--- config.mk ---
export PLATFORM = sky130hd
export DESIGN_NAME = divisor_secuencial4bits
export DESIGN_NICKNAME = d
export VERILOG_FILES = /design/src/rtl/divisor_pkg.sv /design/src/rtl/restador4bits.sv /design/src/rtl/divisor_secuencial4bits.sv
export SDC_FILE = /design/constraint.sdc
export NUM_CORES = 1
export LEC_CHECK = 0
export ABC_AREA = 1
export CAP_MARGIN = 5
export CORE_MARGIN = 2
export CORE_UTILIZATION = 35
export DETAILED_ROUTE_END_ITERATION = 10
export HOLD_SLACK_MARGIN = 0.1
export SLEW_MARGIN = 10
export SYNTH_ARGS = -nofsm -noshare
export SYNTH_HDL_FRONTEND = slang
export SYNTH_HIERARCHICAL = 1
export SYNTH_SLANG_ARGS = --single-unit
--- constraint.sdc ---
create_clock -name clk -period 2.6 [get_ports clk]
set_clock_uncertainty 0.05 [all_clocks]
set_input_delay 0.52 -clock clk [delete_from_list [all_inputs] [get_ports clk]]
set_output_delay 0.52 -clock clk [all_outputs]
set_load 0.01 [all_outputs]
--- src/rtl/divisor_pkg.sv ---
// Shared types and constants for the sequential restoring divider.
package divisor_pkg;

    // Divider FSM states
    typedef enum logic [1:0] {
        IDLE = 2'd0,
        RUN  = 2'd1,
        DONE = 2'd2
    } estado_t;

    // Default operand / quotient / remainder width
    localparam int DIVISOR_WIDTH_DEF = 4;

    // Quotient reported on divide-by-zero: all ones, sliced to WIDTH by the user
    localparam logic [63:0] COCIENTE_DIV0 = '1;

endpackage : divisor_pkg

--- src/rtl/restador4bits.sv ---
// Combinational unsigned subtractor: diferencia = a - b, borrow set when a < b.
module restador4bits
    import divisor_pkg::*;
#(
    parameter int WIDTH = DIVISOR_WIDTH_DEF
) (
    input  logic [WIDTH-1:0] a,
    input  logic [WIDTH-1:0] b,
    output logic [WIDTH-1:0] diferencia,
    output logic             borrow
);

    logic [WIDTH:0] resta_ext;

    // Zero-extend both operands so the extra MSB of the result is the borrow
    always_comb begin
        resta_ext  = {1'b0, a} - {1'b0, b};
        diferencia = resta_ext[WIDTH-1:0];
        borrow     = resta_ext[WIDTH];
    end

endmodule : restador4bits

--- src/rtl/divisor_secuencial4bits.sv ---
// Sequential restoring divider, one quotient bit per clock, MSB first.
//
// state | meaning
// IDLE  | waiting for start; divide-by-zero is resolved here directly
// RUN   | one restoring iteration per cycle, WIDTH cycles in total
// DONE  | results valid and done pulsed for this single cycle
module divisor_secuencial4bits
    import divisor_pkg::*;
#(
    parameter int WIDTH = DIVISOR_WIDTH_DEF
) (
    input  logic             clk,
    input  logic             rst_n,
    input  logic             start,
    input  logic [WIDTH-1:0] dividendo,
    input  logic [WIDTH-1:0] divisor,
    output logic             busy,
    output logic             done,
    output logic [WIDTH-1:0] cociente,
    output logic [WIDTH-1:0] residuo,
    output logic             div_cero
);

    localparam int CW = $clog2(WIDTH) + 1;
    localparam logic [CW-1:0] ULTIMA_ITER = CW'(WIDTH - 1);

    estado_t          state_q, state_d;
    logic [WIDTH-1:0] work_q, work_d;
    logic [WIDTH-1:0] divq_q, divq_d;
    logic [WIDTH:0]   rem_q, rem_d;
    logic [WIDTH-1:0] quo_q, quo_d;
    logic [CW-1:0]    cnt_q, cnt_d;
    logic [WIDTH-1:0] coc_q, coc_d;
    logic [WIDTH-1:0] res_q, res_d;
    logic             dz_q, dz_d;

    logic [WIDTH+1:0] desplazado;
    logic [WIDTH-1:0] diferencia;
    logic             borrow;
    logic             cabe;
    logic [WIDTH:0]   quo_ext;

    // Remainder shifted left with the next dividend bit appended. The shifted
    // value can need WIDTH+1 bits; when its top bit is set it is already at
    // least 2^WIDTH, so it always exceeds the divisor and the WIDTH-bit
    // difference of the low bits is still the exact new remainder.
    always_comb begin
        desplazado = {rem_q, work_q[WIDTH-1]};
        cabe       = (|desplazado[WIDTH+1:WIDTH]) | ~borrow;
        quo_ext    = {quo_q, cabe};
    end

    restador4bits #(
        .WIDTH (WIDTH)
    ) u_restador (
        .a          (desplazado[WIDTH-1:0]),
        .b          (divq_q),
        .diferencia (diferencia),
        .borrow     (borrow)
    );

    // Next-state and datapath update
    always_comb begin
        state_d = state_q;
        work_d  = work_q;
        divq_d  = divq_q;
        rem_d   = rem_q;
        quo_d   = quo_q;
        cnt_d   = cnt_q;
        coc_d   = coc_q;
        res_d   = res_q;
        dz_d    = dz_q;

        unique case (state_q)
            IDLE: begin
                if (start) begin
                    if (divisor != '0) begin
                        work_d  = dividendo;
                        divq_d  = divisor;
                        rem_d   = '0;
                        quo_d   = '0;
                        cnt_d   = '0;
                        state_d = RUN;
                    end else begin
                        coc_d   = COCIENTE_DIV0[WIDTH-1:0];
                        res_d   = dividendo;
                        dz_d    = 1'b1;
                        state_d = DONE;
                    end
                end
            end
            RUN: begin
                work_d = work_q << 1;
                rem_d  = cabe ? {1'b0, diferencia} : desplazado[WIDTH:0];
                quo_d  = quo_ext[WIDTH-1:0];
                cnt_d  = cnt_q + 1'b1;
                if (cnt_q == ULTIMA_ITER) begin
                    coc_d   = quo_d;
                    res_d   = rem_d[WIDTH-1:0];
                    dz_d    = 1'b0;
                    state_d = DONE;
                end
            end
            DONE: begin
                state_d = IDLE;
            end
            default: begin
                state_d = IDLE;
            end
        endcase
    end

    // State and datapath registers; reset abandons any operation in flight
    always_ff @(posedge clk) begin
        if (!rst_n) begin
            state_q <= IDLE;
            work_q  <= '0;
            divq_q  <= '0;
            rem_q   <= '0;
            quo_q   <= '0;
            cnt_q   <= '0;
            coc_q   <= '0;
            res_q   <= '0;
            dz_q    <= 1'b0;
        end else begin
            state_q <= state_d;
            work_q  <= work_d;
            divq_q  <= divq_d;
            rem_q   <= rem_d;
            quo_q   <= quo_d;
            cnt_q   <= cnt_d;
            coc_q   <= coc_d;
            res_q   <= res_d;
            dz_q    <= dz_d;
        end
    end

    // Status and result outputs decoded from registered state
    always_comb begin
        busy     = (state_q != IDLE);
        done     = (state_q == DONE);
        cociente = coc_q;
        residuo  = res_q;
        div_cero = dz_q;
    end

endmodule : divisor_secuencial4bits

# --- Word-level counts from Yosys, hierarchy flattened ---
# Index checks and enable logic that the tools add are counted.
classes:
  bitwise: 2
  muxes: 29
  n_reduce_logical: 9
  n_eq_ne: 7
  addsub: 2
ops:
  columns: ["operator", "count"]
  rows:
  - ["4-bit 2-to-1 mux", 8]
  - ["4-bit one-hot mux with 2 select lines", 3]
  - ["5-bit 2-to-1 mux", 3]
  - ["3-bit 2-to-1 mux", 4]
  - ["3-bit one-hot mux with 2 select lines", 2]
  - ["5-bit one-hot mux with 2 select lines", 1]
  - ["2-bit inequality test (second input constant)", 4]
  - ["2-bit 2-to-1 mux", 3]
  - ["3-bit AND reduction", 2]
  - ["4-bit by 4-bit subtractor with 5-bit output", 1]
  - ["2-bit one-hot mux with 2 select lines", 1]
  - ["4-bit AND reduction", 1]
  - ["2-bit nonzero test", 2]
  - ["4-bit nonzero test", 1]
  - ["3-bit by 1-bit adder with 3-bit output (second input constant)", 1]
  - ["3-bit by 2-bit equality test with 1-bit output (second input constant)", 1]
  - ["1-bit 2-to-1 mux", 3]
  - ["2-bit by 1-bit equality test with 1-bit output (second input constant)", 1]
  - ["2-bit equality test (second input constant)", 1]
  - ["2-bit logical NOT", 1]
  - ["1-bit one-hot mux with 2 select lines", 1]
  - ["2-bit AND reduction", 1]
  - ["2-bit OR reduction", 1]
  - ["1-bit NOT", 1]
  - ["1-bit bitwise OR", 1]
word_totals:
  wordCells: 58
  register_bits: 30
  inputBits: 11
  output_inout_bits: 11

# --- Longest topological paths before layout ---
logic_depth:
  word_depth: 6
  mapped_depth: 12
  ltp_nobuf: 12

# --- Modules after synthesis ---
# The synthesis kept the hierarchy.
modules_own_cells:
  columns: ["mod", "cells_each", "n_inst", "area_per_inst_um2", "seq_area_each_um2"]
  rows:
  - ["divisor_secuencial4bits", 207, 1, 1463.9, 600.6]
  - ["restador4bits", 22, 1, 143.9, 0.0]

# --- Least setup slack after synthesis ---
# Ideal clock, no wire load.
synth_timing:
  kind: "register to register"
  from: "reg work_q[3]"
  to: "reg res_q[3], in the netlist residuo[3]"
  n_path_buf: 0
  slack_ps: 653
  stages_incl_launch_ff: 13
  t_arrival_ps: 1784
  required_time_ps: 2437
  setup_ps: 113
  synth_period_minus_slack_ps: 1947
  cell_sequence: "dfxtp_1 inv_1 ha_1 inv_1 fa_1 a21oi_1 nor2_1 nor2_1 nand2_1 nand3_1 nand3_1 nor2_1 nor2_1"
synth_between:
  elab_chain_len: 6
synth_rtl:
  columns: ["item", "line_no", "source"]
  rows:
  - ["start, declared", "divisor_secuencial4bits.sv:28", "logic [WIDTH-1:0] work_q, work_d;"]
  - ["start signal, assigned", "divisor_secuencial4bits.sv:127", "work_q <= work_d;"]
  - ["4-bit by 4-bit subtractor with 5-bit output", "restador4bits.sv:17", "resta_ext = {1'b0, a} - {1'b0, b};"]
  - ["named net borrow", "divisor_secuencial4bits.sv:39", "logic borrow;"]
  - ["1-bit NOT", "divisor_secuencial4bits.sv:49", "cabe = (|desplazado[WIDTH+1:WIDTH]) | ~borrow;"]
  - ["1-bit bitwise OR", "divisor_secuencial4bits.sv:49", null]
  - ["5-bit 2-to-1 mux", "divisor_secuencial4bits.sv:94", "rem_d = cabe ? {1'b0, diferencia} : desplazado[WIDTH:0];"]
  - ["4-bit 2-to-1 mux", "divisor_secuencial4bits.sv:97", "if (cnt_q == ULTIMA_ITER) begin"]
  - ["4-bit one-hot mux with 2 select lines", "divisor_secuencial4bits.sv:74", "unique case (state_q)"]
  - ["end signal, assigned", "divisor_secuencial4bits.sv:133", "res_q <= res_d;"]
  - ["end, declared", "divisor_secuencial4bits.sv:34", "logic [WIDTH-1:0] res_q, res_d;"]
# The timed path passes the listed nets, and every way through them passes these cells. The select of a mux whose other input is x is not followed.
# A chain may end at the register's enable or synchronous reset.

# --- Final worst setup path ---
layout_timing:
  from: "reg work_q[3]"
  to: "reg res_q[2], in the netlist residuo[2]"
# Same word-level chain as after synthesis.

==> impl_metrics.ini <==
[power_and_ir_drop]
static-leakage-power_uw = 0.000913
post-layout-total-power_uw = 1330
power.density_cell_area_nw_per_um2 = 688
irDropWorstVdd_mv = 0.291

[clock_tree]
cts-resized-gates = 0
clock_network_latency_to_the_later_pin_of_the_worst_skew_pair_ps = 280
post_cts_buffers = 0
cts_root_buf = sky130_fd_sc_hd__clkbuf_8
tritoncts = yes
numClockSinks = 30
path_clk_slew_ps = 60
hold_buffers = 0
cts-buffers-inserted = 5
htreeDepth = 2
clock_tree.buffer_depth = 2

[synth]
yosysUniqueCellTypes = 27
postSynthRegisterBits = 30
mappedNetlistArea_um2 = 1610
seq_area_frac_synth = 0.374
synth.net_count = 247
yosysTopAreaCellShare = 0.374
post-synth-top-area-cell = sky130_fd_sc_hd__dfxtp_1
netlist_instances = 229
ys_top_cells_by_area = sky130_fd_sc_hd__dfxtp_1 (37%), sky130_fd_sc_hd__nand2_1 (11%), sky130_fd_sc_hd__nor2_1 (10%), sky130_fd_sc_hd__inv_1 (7.0%), sky130_fd_sc_hd__a21oi_1 (4.7%)
synthesis.area_per_instance_um2 = 7.02
ys_warn_count = 6

[floorplan]
die-area_um2 = 5150
placeableCoreArea_um2 = 4380
die_w_um = 71.8
ioPinCount = 22
initial_core_util = 0.367
die_h_um = 71.8
rows = 24

[global_routing]
pin_count_of_the_biggest_net_entering_global_routing = 24
grtUsageTotal = 0.147
antenna_violations_before_repair = 0
grt_pass1_wl_mm = 5.87
vias_in_the_first_global_route = 1307
grt-ovfl-total = 0

[job]
maxCapViolations = 0

[final_layout]
n_antenna_cell = 0
final_core_utilization = 0.441
most-common-layout-cells = sky130_fd_sc_hd__nand2_1 (48), sky130_fd_sc_hd__nor2_1 (43), sky130_fd_sc_hd__inv_1 (30), sky130_fd_sc_hd__dfxtp_1 (30), sky130_fd_sc_hd__clkdlybuf4s50_1 (21)
drive_above_1_share = 0.123
layout-area-overhead-vs-synth_pct = 20.2
fin_nets = 270
most_frequent_standard_cell_in_the_layout_excluding_fill_and_tap_cells = sky130_fd_sc_hd__nand2_1
fillers = 477
seqCellArea_um2 = 601
multi_input_area_um2 = 827
postLayoutCellArea_um2 = 1930

[setup_path]
cp-end-kind = flop
crit_fanout = 6
timing.critical_path.required_ps = 2730
cp_slowest_cell = sky130_fd_sc_hd__fa_1
crit_family = simple AND/OR/NAND/NOR gates
most_frequent_cp_cell = sky130_fd_sc_hd__nor2_1
cp_slowest_stage_delay_ps = 400
worstSetupStartpointType = flop
crit_path_cell_trace = inv_1 -> ha_1 -> inv_1 -> fa_1 -> a21oi_1 -> nor2_1 -> nor2_1 -> nand2_1 -> nand3_1 -> nand3_1 -> nor2_1 -> nor2_1
critical_setup_path_kind = flop to flop
critPathArrivalTime_ps = 2360
worst-path-buf-inv = 2

[place]
place.gp.congestion = 0.882
count_of_buffers_inserted_at_the_top_level_ports = 21
placement.cell_area_um2 = 1840
preCtsSetupSlack_ps = 438
detailed_place_hpwl_mm = 2.43

[route]
drt_pre_antenna_iters = 4
routed_via_density = 4.58
detail_route.iter0.violations = 61
detailroute.via_count = 1397
routed_wire_length_per_instance_um = 10.7
antenna_violating_nets_post_route = 0
drc_errors = 0
finalWirelength_mm = 3.27

[timing]
hold_violations = 0
maxClockFrequency_ghz = 0.449
setup_ws_ps = 371
max_slew.worst_pin.slew_ps = 328
setup_viol_count_final = 0
timing.slew.headroom = 0.780
min_period_over_period = 0.857
post_layout_min_period_ps = 2230
drv_slew = 0
rsz0062_at_grt = no
timing.setup.tns_ps = 0

[run_status]
run_status = finished clean

[min_path]
worst_hold_path_type = flop to flop
## worst reg2reg max path: stages, from the launching register on
cell                      delay (ps)
sky130_fd_sc_hd__dfxtp_1         330
sky130_fd_sc_hd__inv_1            60
sky130_fd_sc_hd__ha_1            130
sky130_fd_sc_hd__inv_1            60
sky130_fd_sc_hd__fa_1            400
sky130_fd_sc_hd__a21oi_1         170
sky130_fd_sc_hd__nor2_1           50
sky130_fd_sc_hd__nor2_1          260
sky130_fd_sc_hd__nand2_1         210
sky130_fd_sc_hd__nand3_1         140
sky130_fd_sc_hd__nand3_1          90
sky130_fd_sc_hd__nor2_1          130
sky130_fd_sc_hd__nor2_1           50
## cells in the mapped netlist (all sizes together)
cell    instances
a21oi          15
buf             4
clkbuf          2
clkinv          1
dfxtp          30
fa              1
ha              6
inv            34
nand2          55
nand3          18
nand3b          1
nand4           4
nor2           47
o21ai           9
or2             1
xor2            1
## registers in the layout, indices dropped and copies added (netlist names)
signal	cells
cociente	4
div_cero	1
state_q	2
divq_q	4
rem_q	5
cnt_q	3
work_q	4
residuo	4
quo_q	3
## where the power goes
part / leakage (uW) / switching, uW / internal [uW]
clock network: 0.0000482 / 172 / 213
logic: 0.000619 / 240 / 159
registers: 0.000246 / 34.1 / 512
total: 0.000913 / 446 / 884
## routing by layer
layer,GRT usage,share of wire
met5,0,0
met4,0.0566,0.017
met3,0.0492,0.046
met2,0.214,0.42
met1,0.200,0.52
## through the flow
stage | std cells | hold WS [ps]
3_5_place_dp | 297 | 394
3_3_place_gp | 297 | 383
6_report | 305 | 398
2_1_floorplan | 229 | 374
5_1_grt | 305 | 421
4_1_cts | 305 | 404
## final timing paths
path	from	end	slack, ps	cells after the start
max	work_q[3]$_SDFFE_PN0P_	residuo[2]$_SDFFE_PN0P_	370	12
min	divq_q[1]$_SDFFE_PN0P_	divq_q[1]$_SDFFE_PN0P_	400	2
max reg2reg	work_q[3]$_SDFFE_PN0P_	residuo[2]$_SDFFE_PN0P_	370	12
min reg2reg	divq_q[1]$_SDFFE_PN0P_	divq_q[1]$_SDFFE_PN0P_	400	2
## cell type report
type	instances	area share
timing repair buffer	22	0.113
multi-input combinational	158	0.428
clock inverter	1	0.00259
clock buffer	7	0.0447
inverter	35	0.0680
tap	52	0.0337
sequential	30	0.311
## logic make-up after synthesis
kind of cell / Yosys count / synth area share
compound gates: 24 / 0.0817
xor+xnor: 1 / 0.00545
fa+ha+maj: 7 / 0.0591
buf+inv: 41 / 0.112
flops: 30 / 0.374
simple gates: 126 / 0.368
(Power assumes the default switching activity.)
